<file path="src/rtl/pulse_width_meter.sv">
`default_nettype none
// ============================================================================
// Module      : pulse_width_meter
// Description : Measures the number of clock edges a synchronous level input
//               is held high and presents each completed width on a
//               valid/ready result register. Optional stuck-high timeout is
//               enabled with the macro PULSE_METER_TIMEOUT_EN.
// Revision    : 1.0 - initial release
// ============================================================================
module pulse_width_meter #(
    parameter int WIDTH_W   = 16,
    parameter int MIN_WIDTH = 1,
    parameter int COUNT_W   = 8
`ifdef PULSE_METER_TIMEOUT_EN
    ,
    parameter int TIMEOUT   = 1000
`endif
) (
    input  logic               clk,
    input  logic               rst,
    input  logic               sig,
    input  logic               ready_i,
    output logic               valid_o,
    output logic [WIDTH_W-1:0] width_o,
    output logic               sat_o,
    output logic               overrun_o,
    output logic [COUNT_W-1:0] pulse_count_o
`ifdef PULSE_METER_TIMEOUT_EN
    ,
    output logic               timeout_o
`endif
);

    typedef enum logic [1:0] {
        S_ARM  = 2'd0,
        S_IDLE = 2'd1,
        S_MEAS = 2'd2
    } state_t;

    localparam logic [WIDTH_W-1:0] c_min = WIDTH_W'(MIN_WIDTH);
    localparam logic [WIDTH_W-1:0] c_max = {WIDTH_W{1'b1}};

    state_t               r_state;
    logic [WIDTH_W-1:0]   r_cnt;
    logic                 r_sat;
    logic                 r_valid;
    logic [WIDTH_W-1:0]   r_width;
    logic                 r_sat_out;
    logic                 r_overrun;
    logic [COUNT_W-1:0]   r_pulse_count;

    logic                 w_end;
    logic                 w_tmo;
    logic                 w_keep;
    logic                 w_free;

`ifdef PULSE_METER_TIMEOUT_EN
    localparam logic [WIDTH_W-1:0] c_timeout = WIDTH_W'(TIMEOUT);
    logic                 r_timeout;

    // Timeout fires once the count already equals TIMEOUT and sig is still high.
    assign w_tmo     = (r_state == S_MEAS) && sig && (r_cnt == c_timeout);
    assign timeout_o = r_timeout;
`else
    assign w_tmo     = 1'b0;
`endif

    assign w_end  = (r_state == S_MEAS) && !sig;
    // In both completion cases the width to report is the current count.
    assign w_keep = (w_end || w_tmo) && (r_cnt >= c_min);
    assign w_free = !r_valid || ready_i;

    always_ff @(posedge clk) begin
        if (rst) begin
            r_state       <= S_ARM;
            r_cnt         <= '0;
            r_sat         <= 1'b0;
            r_valid       <= 1'b0;
            r_width       <= '0;
            r_sat_out     <= 1'b0;
            r_overrun     <= 1'b0;
            r_pulse_count <= '0;
`ifdef PULSE_METER_TIMEOUT_EN
            r_timeout     <= 1'b0;
`endif
        end else begin
            case (r_state)
                S_ARM: begin
                    if (!sig) r_state <= S_IDLE;
                end
                S_IDLE: begin
                    if (sig) begin
                        r_state <= S_MEAS;
                        r_cnt   <= WIDTH_W'(1);
                        r_sat   <= 1'b0;
                    end
                end
                S_MEAS: begin
                    if (!sig) begin
                        r_state <= S_IDLE;
                    end else if (w_tmo) begin
                        r_state <= S_ARM;
                    end else if (r_cnt == c_max) begin
                        r_sat <= 1'b1;
                    end else begin
                        r_cnt <= r_cnt + 1'b1;
                    end
                end
                default: r_state <= S_ARM;
            endcase

            // A new result takes priority over clearing a transferred one.
            if (w_keep) begin
                if (w_free) begin
                    r_valid       <= 1'b1;
                    r_width       <= r_cnt;
                    r_sat_out     <= r_sat;
                    r_pulse_count <= r_pulse_count + 1'b1;
`ifdef PULSE_METER_TIMEOUT_EN
                    r_timeout     <= w_tmo;
`endif
                end else begin
                    r_overrun <= 1'b1;
                end
            end else if (r_valid && ready_i) begin
                r_valid <= 1'b0;
            end
        end
    end

    assign valid_o       = r_valid;
    assign width_o       = r_width;
    assign sat_o         = r_sat_out;
    assign overrun_o     = r_overrun;
    assign pulse_count_o = r_pulse_count;

endmodule
`default_nettype wire

</file>
<file path="config.mk">
export PLATFORM = sky130hd
export DESIGN_NAME = pulse_width_meter
export DESIGN_NICKNAME = d
export VERILOG_FILES = /design/src/rtl/pulse_width_meter.sv
export SDC_FILE = /design/constraint.sdc
export NUM_CORES = 1
export LEC_CHECK = 0
export ABC_AREA = 1
export CORE_AREA = 2 2 73 75
export CTS_BUF_LIST = sky130_fd_sc_hd__clkbuf_8 sky130_fd_sc_hd__clkbuf_16
export CTS_CLUSTER_DIAMETER = 50
export DETAILED_ROUTE_END_ITERATION = 8
export DIE_AREA = 0 0 75 77
export GPL_ROUTABILITY_DRIVEN = 0
export PLACE_DENSITY = 0.71
export SYNTH_ARGS = -nofsm -noshare
export SYNTH_HDL_FRONTEND = slang
export SYNTH_SLANG_ARGS = --single-unit
</file>
<file path="constraint.sdc">
create_clock -name clk -period 1.8 [get_ports clk]
set_clock_uncertainty 0.2 [all_clocks]
set_input_delay 0.27 -clock clk [delete_from_list [all_inputs] [get_ports clk]]
set_output_delay 0.27 -clock clk [all_outputs]
set_load 0.02 [all_outputs]
</file>
Word-level counts from Yosys, hierarchy flattened
Index checks and enable logic that the tools add are counted.
{"block": "word_totals", "inputBits": 4, "elab_cells": 51, "regBits": 46, "output_inout_bits": 27}
{"block": "classes", "order_cmp": 1, "n_reduce_logical": 16, "bitwise": 1, "n_addsub": 2, "mux": 14, "n_eq_ne": 9}
{"operator": "2-to-1 mux 16 bit", "n": 3}
{"operator": "case mux 16 bit (2 select lines)", "n": 1}
{"operator": "adder 16 x 1 -> 16 bit, second input constant", "n": 1}
{"operator": "== test 16 bit, second input constant", "n": 1}
{"operator": "greater-or-equal comparator 16 x 1 -> 1 bit, second input constant", "n": 1}
{"operator": "adder 8 x 1 -> 8 bit, second input constant", "n": 1}
{"operator": "inequality test 2 bit, second input constant", "n": 4}
{"operator": "AND reduction 2 bit", "n": 4}
{"operator": "AND reduction 4 bit", "n": 2}
{"operator": "2-to-1 mux 1 bit", "n": 6}
{"operator": "2-to-1 mux 2 bit", "n": 2}
{"operator": "inequality test 2 x 1 -> 1 bit, second input constant", "n": 2}
{"operator": "case mux 2 bit (2 select lines)", "n": 1}
{"operator": "nonzero test 2 bit", "n": 2}
{"operator": "logical AND 1 bit", "n": 3}
{"operator": "== test 2 x 1 -> 1 bit, second input constant", "n": 1}
{"operator": "== test 2 bit, second input constant", "n": 1}
{"operator": "zero test 1 bit", "n": 2}
{"operator": "zero test 2 bit", "n": 1}
{"operator": "case mux 1 bit (2 select lines)", "n": 1}
{"operator": "OR reduction 2 bit", "n": 1}
{"operator": "logical OR 1 bit", "n": 1}
{"operator": "NOT 1 bit", "n": 1}

Longest topological paths before layout
{"block": "depth", "word_depth": 5, "ltp_mapped": 11, "ltp_nobuf": 10}

Least setup slack after synthesis
Ideal clock, no wire load.
{"block": "synth_timing", "path_kind": "reg-to-reg", "startpoint": "reg r_cnt[0]", "endpoint": "reg r_cnt[14]", "setup_time_ns": 0.139, "t_arrival_ns": 1.473, "stages_incl_launch_ff": 10, "n_path_buf": 1, "synth_period_minus_slack_ns": 1.812, "required_ns": 1.461, "setup_slack_ns": -0.012, "cell_sequence": "dfxtp_1 > ha_1 > nand3_2 > inv_2 > nand2_4 > o21bai_2 > nand2_2 > buf_2 > nand3_1 > a21oi_2"}
{"block": "synth_between", "elab_chain_len": 4, "elab_cells_between_ends": 7, "classes_between": "1 x add/sub; 2 x eq/ne; 3 x mux; 1 x reduce/logical"}
{"element": "start: declaration", "line": "44", "rtl": "logic [WIDTH_W-1:0] r_cnt;"}
{"element": "start signal: assignment", "line": "106", "rtl": "r_cnt <= r_cnt + 1'b1;"}
{"element": "adder 16 x 1 -> 16 bit", "line": "106"}
{"element": "2-to-1 mux 16 bit", "line": "103", "rtl": "end else if (r_cnt == c_max) begin"}
{"element": "2-to-1 mux 16 bit", "line": "99", "rtl": "if (!sig) begin"}
{"element": "case mux 16 bit (2 select lines)", "line": "87", "rtl": "case (r_state)"}
Several ways; a longest one is shown, not always the timed one. The select of a mux whose other input is x is not followed.
A chain may end at the register's enable or synchronous reset.

Final worst setup path
{"block": "layout_timing", "startpoint": "reg r_cnt[5]", "endpoint": "reg r_cnt[5]"}
The elaborated chain is that of the path after synthesis.

==> impl_metrics.yaml <==
cells_and_area:
  final_cell_area_um2: 3382
  regArea_um2: 933.4
  syn_to_final_growth_pct: 42.71
  diodes: 0
  nets: 412
  multi_input_area_um2: 1395
  drive_gt1_share_pct: 31.11
  post-route-util_pct: 67.95
  final_cells: 475
  fillCellCount: 428
sta:
  fin_crit_ns: 1.820
  rsz0062_at_grt: "yes"
  relSlewSlack_pct: 75.47
  worst_slew_pin_slew_ns: 0.3666
  finalSetupViolCount: 1
  timing.final.crit_share_pct: 101.1
  max_freq_mhz: 549.4
  finalMaxSlewViolations: 0
  final.setup.worst_slack_ns: -0.02007
  hold_violations: 0
grt:
  grt_overflow: 0
  antenna_found_initial: 0
  grt_max_degree: 29
  grt_use_total_pct: 20.52
  grt_pass1_vias: 2102
  grt_pass1_wl_um: 9425
worst_setup_path:
  worstSetupPathType: "flip-flop to flip-flop"
  rr_endpoint: "r_cnt[5]"
  startpoint_type: "flip-flop"
  r2r_cells: 9
  cp_data_arrival_time_ns: 1.84
  critPathMaxFanout: 9
  required_ns: 1.82
  end_kind: "flip-flop"
  r2r-start: "r_cnt[5]"
  critPathLaunch: "r_cnt[5]"
  r2r_slack_ns: -0.02
yosys:
  synth_cell_types: 27
  synth_seq_area_share_pct: 38.86
  synthTopCellsByArea: "dfxtp_1, nand2_1, a21oi_1"
  syn_area_um2: 2370
  syn_inst: 335
  yosysTopAreaCell: "dfxtp_1"
  netlist.area_leader.share_pct: 38.86
  synth.net_count: 343
  ys_warn_count: 0
  syn_area_per_cell_um2: 7.074
  synth_seq_cells: 46
floorplanning:
  die-area_um2: 5775
  fp.dieH_um: 77
  ios: 31
  rows: 26
  die_w_um: 75
  initial_utilization_pct: 47.61
  core_um2: 4977
drt:
  firstDrtPassIters: 5
  wl_um: 6112
  wl_met3_um: 278
  vias: 2388
  ant_nets: 0
  highest_layer: "met4"
  met1_length_um: 2779
  routed_via_density: 5.027
  drtIter0Drc: 150
  met2_length_um: 2913
  drc: 0
  wire_per_inst_um: 12.87
place:
  port_buffers: 30
  hpwl_um: 4045
  dpl_cell_area_um2: 2990
  place_inst: 457
  pre_cts_ws_ns: -0.1206
clock_network:
  cts_tree: "built"
  clock_latency_ns: 0.30
  h-tree-depth: 2
  clock-sinks: 46
  clk_pin_slew_ns: 0.08
  cts-buffers-inserted: 5
  cts-root-buf: "clkbuf_8"
  cts_hold_buf: 0
  clock_path_buffers: 2
pwr:
  vdd_drop_max_v: 0.0002959
  leakage_nw: 1.347
  p_per_area_nw_per_um2: 564.6
outcome:
  status: "complete, but fails checks"
  violations: "negative setup slack"
flow_run:
  drv_cap: 0
worst_hold_path:
  hold_end: "width_o[14]"
  holdCritPathClass: "flip-flop to flip-flop"
  hp-start: "width_o[14]"
  whs_path_depth: 2
==> layer usage <==
layer / up-vias / track usage [%]
met5: - / 0
met4: 0 / 7.321
met3: 16 / 4.074
met2: 67 / 31.84
met1: 1104 / 27.93
li1: 1201 / -
==> flip-flops by register name, indices dropped and copies added, names as in the netlist <==
signal         count
width_o           16
r_cnt             16
r_sat              1
overrun_o          1
sat_o              1
valid_o            1
pulse_count_o      8
r_state            2
==> power by group <==
group | internal [mW] | switching [mW]
logic | 0.0528 | 0.0747
clock network | 0.409 | 0.348
registers | 1.02 | 0.00487
total | 1.48 | 0.428
==> synth_stat cells <==
library cell,count
nand2_1,98
nand3_1,15
clkbuf_1,4
o211ai_1,1
buf_8,1
ha_1,4
nor2_1,40
nor2_2,3
nand2_2,12
xor2_1,10
nand4_1,5
nor3_1,2
nand3_2,2
a21oi_2,9
nor2_4,5
inv_2,5
buf_2,3
inv_1,23
a21oi_1,33
o21a_1,1
o21bai_2,1
o21ai_0,5
o21bai_1,2
dfxtp_1,46
buf_4,2
nand2_4,2
xnor2_1,1
==> per-stage QoR <==
step | power [mW] | setup TNS [ns] | hold WS (ns)
floorplan | 1.112 | 0 | 0.2265
global placement | 1.162 | -1.330 | 0.2452
detailed placement | 1.162 | -2.790 | 0.2491
CTS | 1.909 | 0 | 0.2625
global route | 1.978 | -1.641 | 0.2828
finish | 1.910 | -0.02007 | 0.2590
==> critical path: stages, from the launching register on <==
cell     delay, ns
dfxtp_1       0.45
nand2_2       0.13
nor2_4        0.17
nand2_4       0.10
nor2_4        0.13
nor2_2        0.06
nor2_4        0.14
buf_12        0.15
nand2_1       0.05
a21oi_1       0.17
==> cell families after synthesis <==
| kind of cell | Yosys count | synth area share [%] |
|---|---|---|
| buffers and inverters | 38 | 6.969 |
| DFF | 46 | 38.86 |
| AOI/OAI and AO/OA | 52 | 13.09 |
| and+or+nand+nor | 184 | 34.90 |
| adders and majority gates | 4 | 2.112 |
| xor gates and xnor gates | 11 | 4.065 |
==> how the worst max path moves through the flow <==
stage	slack [ns]	endpoint
4_1_cts	0.01	pulse_count_o[1]
5_1_grt	-0.14	r_cnt[5]
3_5_place_dp	-0.12	width_o[4]
6_report	-0.02	r_cnt[5]
2_1_floorplan	0.006	r_cnt[14]
3_3_place_gp	-0.08	r_cnt[13]
==> cell type report <==
class | instances | area share (%)
multi-input cells | 251 | 41.25
inverters | 28 | 3.478
repair buffers | 71 | 21.53
repair inverters | 1 | 0.3330
flip-flops and latches | 46 | 27.60
clock buffers | 5 | 2.035
well taps | 70 | 2.590
clock inverters | 3 | 1.184
==> repair_timing <==
| action | in CTS | in global routing |
|---|---|---|
| endpoints found under the setup margin | 41 | 41 |
| cloned | 0 | 4 |
| gates resized for setup | 10 | 49 |
| pin swaps | 0 | 8 |
| buffers inserted | 0 | 6 |
==> layout by cell type (no fill, tap or decap), drive strengths merged <==
master / netlist / layout
o21bai: 3 / 3
clkdlybuf4s50: 0 / 21
nor3: 2 / 2
o211ai: 1 / 1
buf: 6 / 39
clkbuf: 4 / 7
clkinv: 0 / 3
o21ai: 5 / 5
nor2: 48 / 48
bufinv: 0 / 1
nand2: 112 / 112
ha: 4 / 4
dlygate4sd2: 0 / 5
a21oi: 42 / 42
dlymetal6s2s: 0 / 4
dfxtp: 46 / 46
nand3: 17 / 17
xnor2: 1 / 1
nand4: 5 / 5
inv: 28 / 28
o21a: 1 / 1
xor2: 10 / 10
No activity file was read; power rests on OpenSTA's default activity.
==> RTL change, RTL diff (config.mk and constraints unchanged) <==
Change the parameter `COUNT_W` from 8 to 12.
--- a/src/rtl/pulse_width_meter.sv
+++ b/src/rtl/pulse_width_meter.sv
@@ -10,7 +10,7 @@
 module pulse_width_meter #(
     parameter int WIDTH_W   = 16,
     parameter int MIN_WIDTH = 1,
-    parameter int COUNT_W   = 8
+    parameter int COUNT_W   = 12
 `ifdef PULSE_METER_TIMEOUT_EN
     ,
     parameter int TIMEOUT   = 1000
Ports: changed (resized pulse_count_o); port bits go from 31 to 35. No check against the original RTL was run, so the function may have changed too.
==> RTL change against the original RTL <==
Core utilization rose by 1.6 points. Non-clock buffer count rose by 5. Worst setup slack improved by 0.084 ns. Area after synthesis rose by 7.7%. Sequential cell count rose by 4. Wire length rose by 5.5%. Power rose by 16%. Sequential power rose by 9%. Via count rose by 10%. Clock power rose by 29%. Final area rose by 2.3%. Critical path depth fell by 8. First-iteration DRC count fell by 15%. Critical endpoint is now width_o[7]. Highest routed layer unchanged.
==> RTL change: results (changes against the original RTL) <==
Worst Setup Start Kind=register; status=completed; Yosys warnings=0 (unchanged); vias in the first global route=2429 (+16%); Critical Path Source=width_o[7]; Reg2Reg Setup Slack=0.08 ns (+0.10 ns); Post-synth top cells=120 x nand2_1, 50 x dfxtp_1, 44 x a21oi_1; Peak supply drop=0.375 mV (+27%); wirelength, routed=6.45 mm (+5.5%); H-tree levels=2 (unchanged); DRT iter0 DRCs=127 (-15%); Reg2Reg Depth=8 (-1); initial antenna violation count=0 (unchanged); Hold Path Cell Cnt=2 (unchanged); clock transition at the registers of the reported paths=0.10 ns (+0.02 ns); Num CTS Buffers=5 (unchanged); sw power=0.458 mW (+7.1%); first-pass detailed-route iteration total=4 (-1); final layout net count=456 (+11%); share of layout cells above drive strength 1=19.4% (-12 points); hold crit path type=reg2reg; sequential area share after synthesis=39.2% (+0.36 points); post-DP HPWL=4.75 mm (+17%); Clock Path Buffers=2 (unchanged); slew of the pin with the lowest slew margin=0.343 ns (-0.0235 ns); port buffer count=34 (+13%); Critical Path AT=1.27 ns (-0.57 ns); reg2reg start=r_cnt[2]; worst stage delay on the critical path=0.60 ns (+0.15 ns); first-pass GRT wire length=10.9 mm (+15%); n_diodes=0 (unchanged); ranking of synthesized cells by area=dfxtp_1 39%, nand2_1 18%, a21oi_1 8.6%; GRT Overall Usage=23.7% (+3.1 points); layout filler cell count=447 (+4.4%); leakage=1.38 nW (+2.5%); root buffer cell=clkbuf_8; Worst Path Max Fanout=2 (-7); vias after detailed routing=2631 (+10%); Top delay family on crit path=buffers and inverters; asr flop ratio synth=0% (unchanged); slowest cell on the critical path=clkdlybuf4s50_1; worst reg2reg endpoint=r_cnt[7]; worst setup path end=width_o[7]; Skew-Pair Late Insertion Delay=0.31 ns; syn_nets=385 (+12%); largest net degree at the start of global routing=22 (-24%); Netlist cell types=25 (-7.4%)
[RTL change: worst reg2reg max path, stage by stage, from the launching register on]
cell and delay [ns]:
dfxtp_1 0.40, buf_4 0.14, nand2_1 0.08, nor2_1 0.29, nand2_1 0.12, xor2_1 0.16
nor2_1 0.10, nand2_1 0.06, a21oi_1 0.12
[RTL change: timing repair]
item | 4_1_cts | 5_1_grt
resized for setup | 13 | 26
pin swaps | 0 | 2
setup buffers | 0 | 2
setup endpoints to repair | 40 | 46
hold endpoints to repair | 0 | 0
[RTL change: how the worst min path moves through the flow]
| stage | slack [ns] | to | start |
|---|---|---|---|
| finish | 0.25 | r_sat | r_sat |
| global route | 0.27 | r_sat | r_sat |
| CTS | 0.25 | r_sat | r_sat |
| detailed placement | 0.24 | r_sat | r_sat |
| global placement | 0.24 | r_sat | r_sat |
| floorplan | 0.23 | r_sat | r_sat |
[RTL change: area by class of cell]
class / count / share of cell area [%]
inverter: 35 / 3.80
tap: 70 / 2.53
clock buffer: 6 / 2.39
sequential: 50 / 29.4
multi-input combinational: 280 / 40.5
timing repair buffer: 76 / 19.6
clock inverter: 2 / 1.74
[RTL change: cell families after synthesis]
kind of cell,Yosys count,share of synthesized area [%]
fa+ha+maj,4,1.96
flops,50,39.2
xor+xnor,11,3.77
compound gates,56,12.0
buf+inv,47,7.99
simple gates,209,35.0
[RTL change: power groups by stage]
stage	Clock, mW	Combinational [mW]	Sequential (mW)
2_1_floorplan	0	0.0599	1.14
3_3_place_gp	0	0.105	1.14
3_5_place_dp	0	0.105	1.14
4_1_cts	0.993	0.107	1.12
5_1_grt	1.04	0.129	1.12
6_report	0.976	0.117	1.11
[RTL change: through the flow]
stage | hold slack, ns | util (%) | setup slack, ns | area [um2] | cells
after floorplan | 0.227 | - | 0.0386 | 2550 | 377
after global placement | 0.242 | 64.9 | -0.0825 | 3230 | 510
after detailed placement | 0.238 | 64.9 | -0.101 | 3230 | 510
after CTS | 0.252 | 67.8 | 0.00642 | 3380 | 518
after global routing | 0.269 | 69.5 | -0.0609 | 3460 | 519
final | 0.252 | 69.5 | 0.0635 | 3460 | 519
[RTL change: per-layer routing]
layer | GRT usage, % | vias to the layer above | share of wire (%)
met1 | 31.6 | 1220 | 47
met4 | 7.32 | 0 | 1.5
met5 | 0 | - | 0
met2 | 38.6 | 62 | 48
met3 | 3.68 | 10 | 4.0
li1 | - | 1339 | -
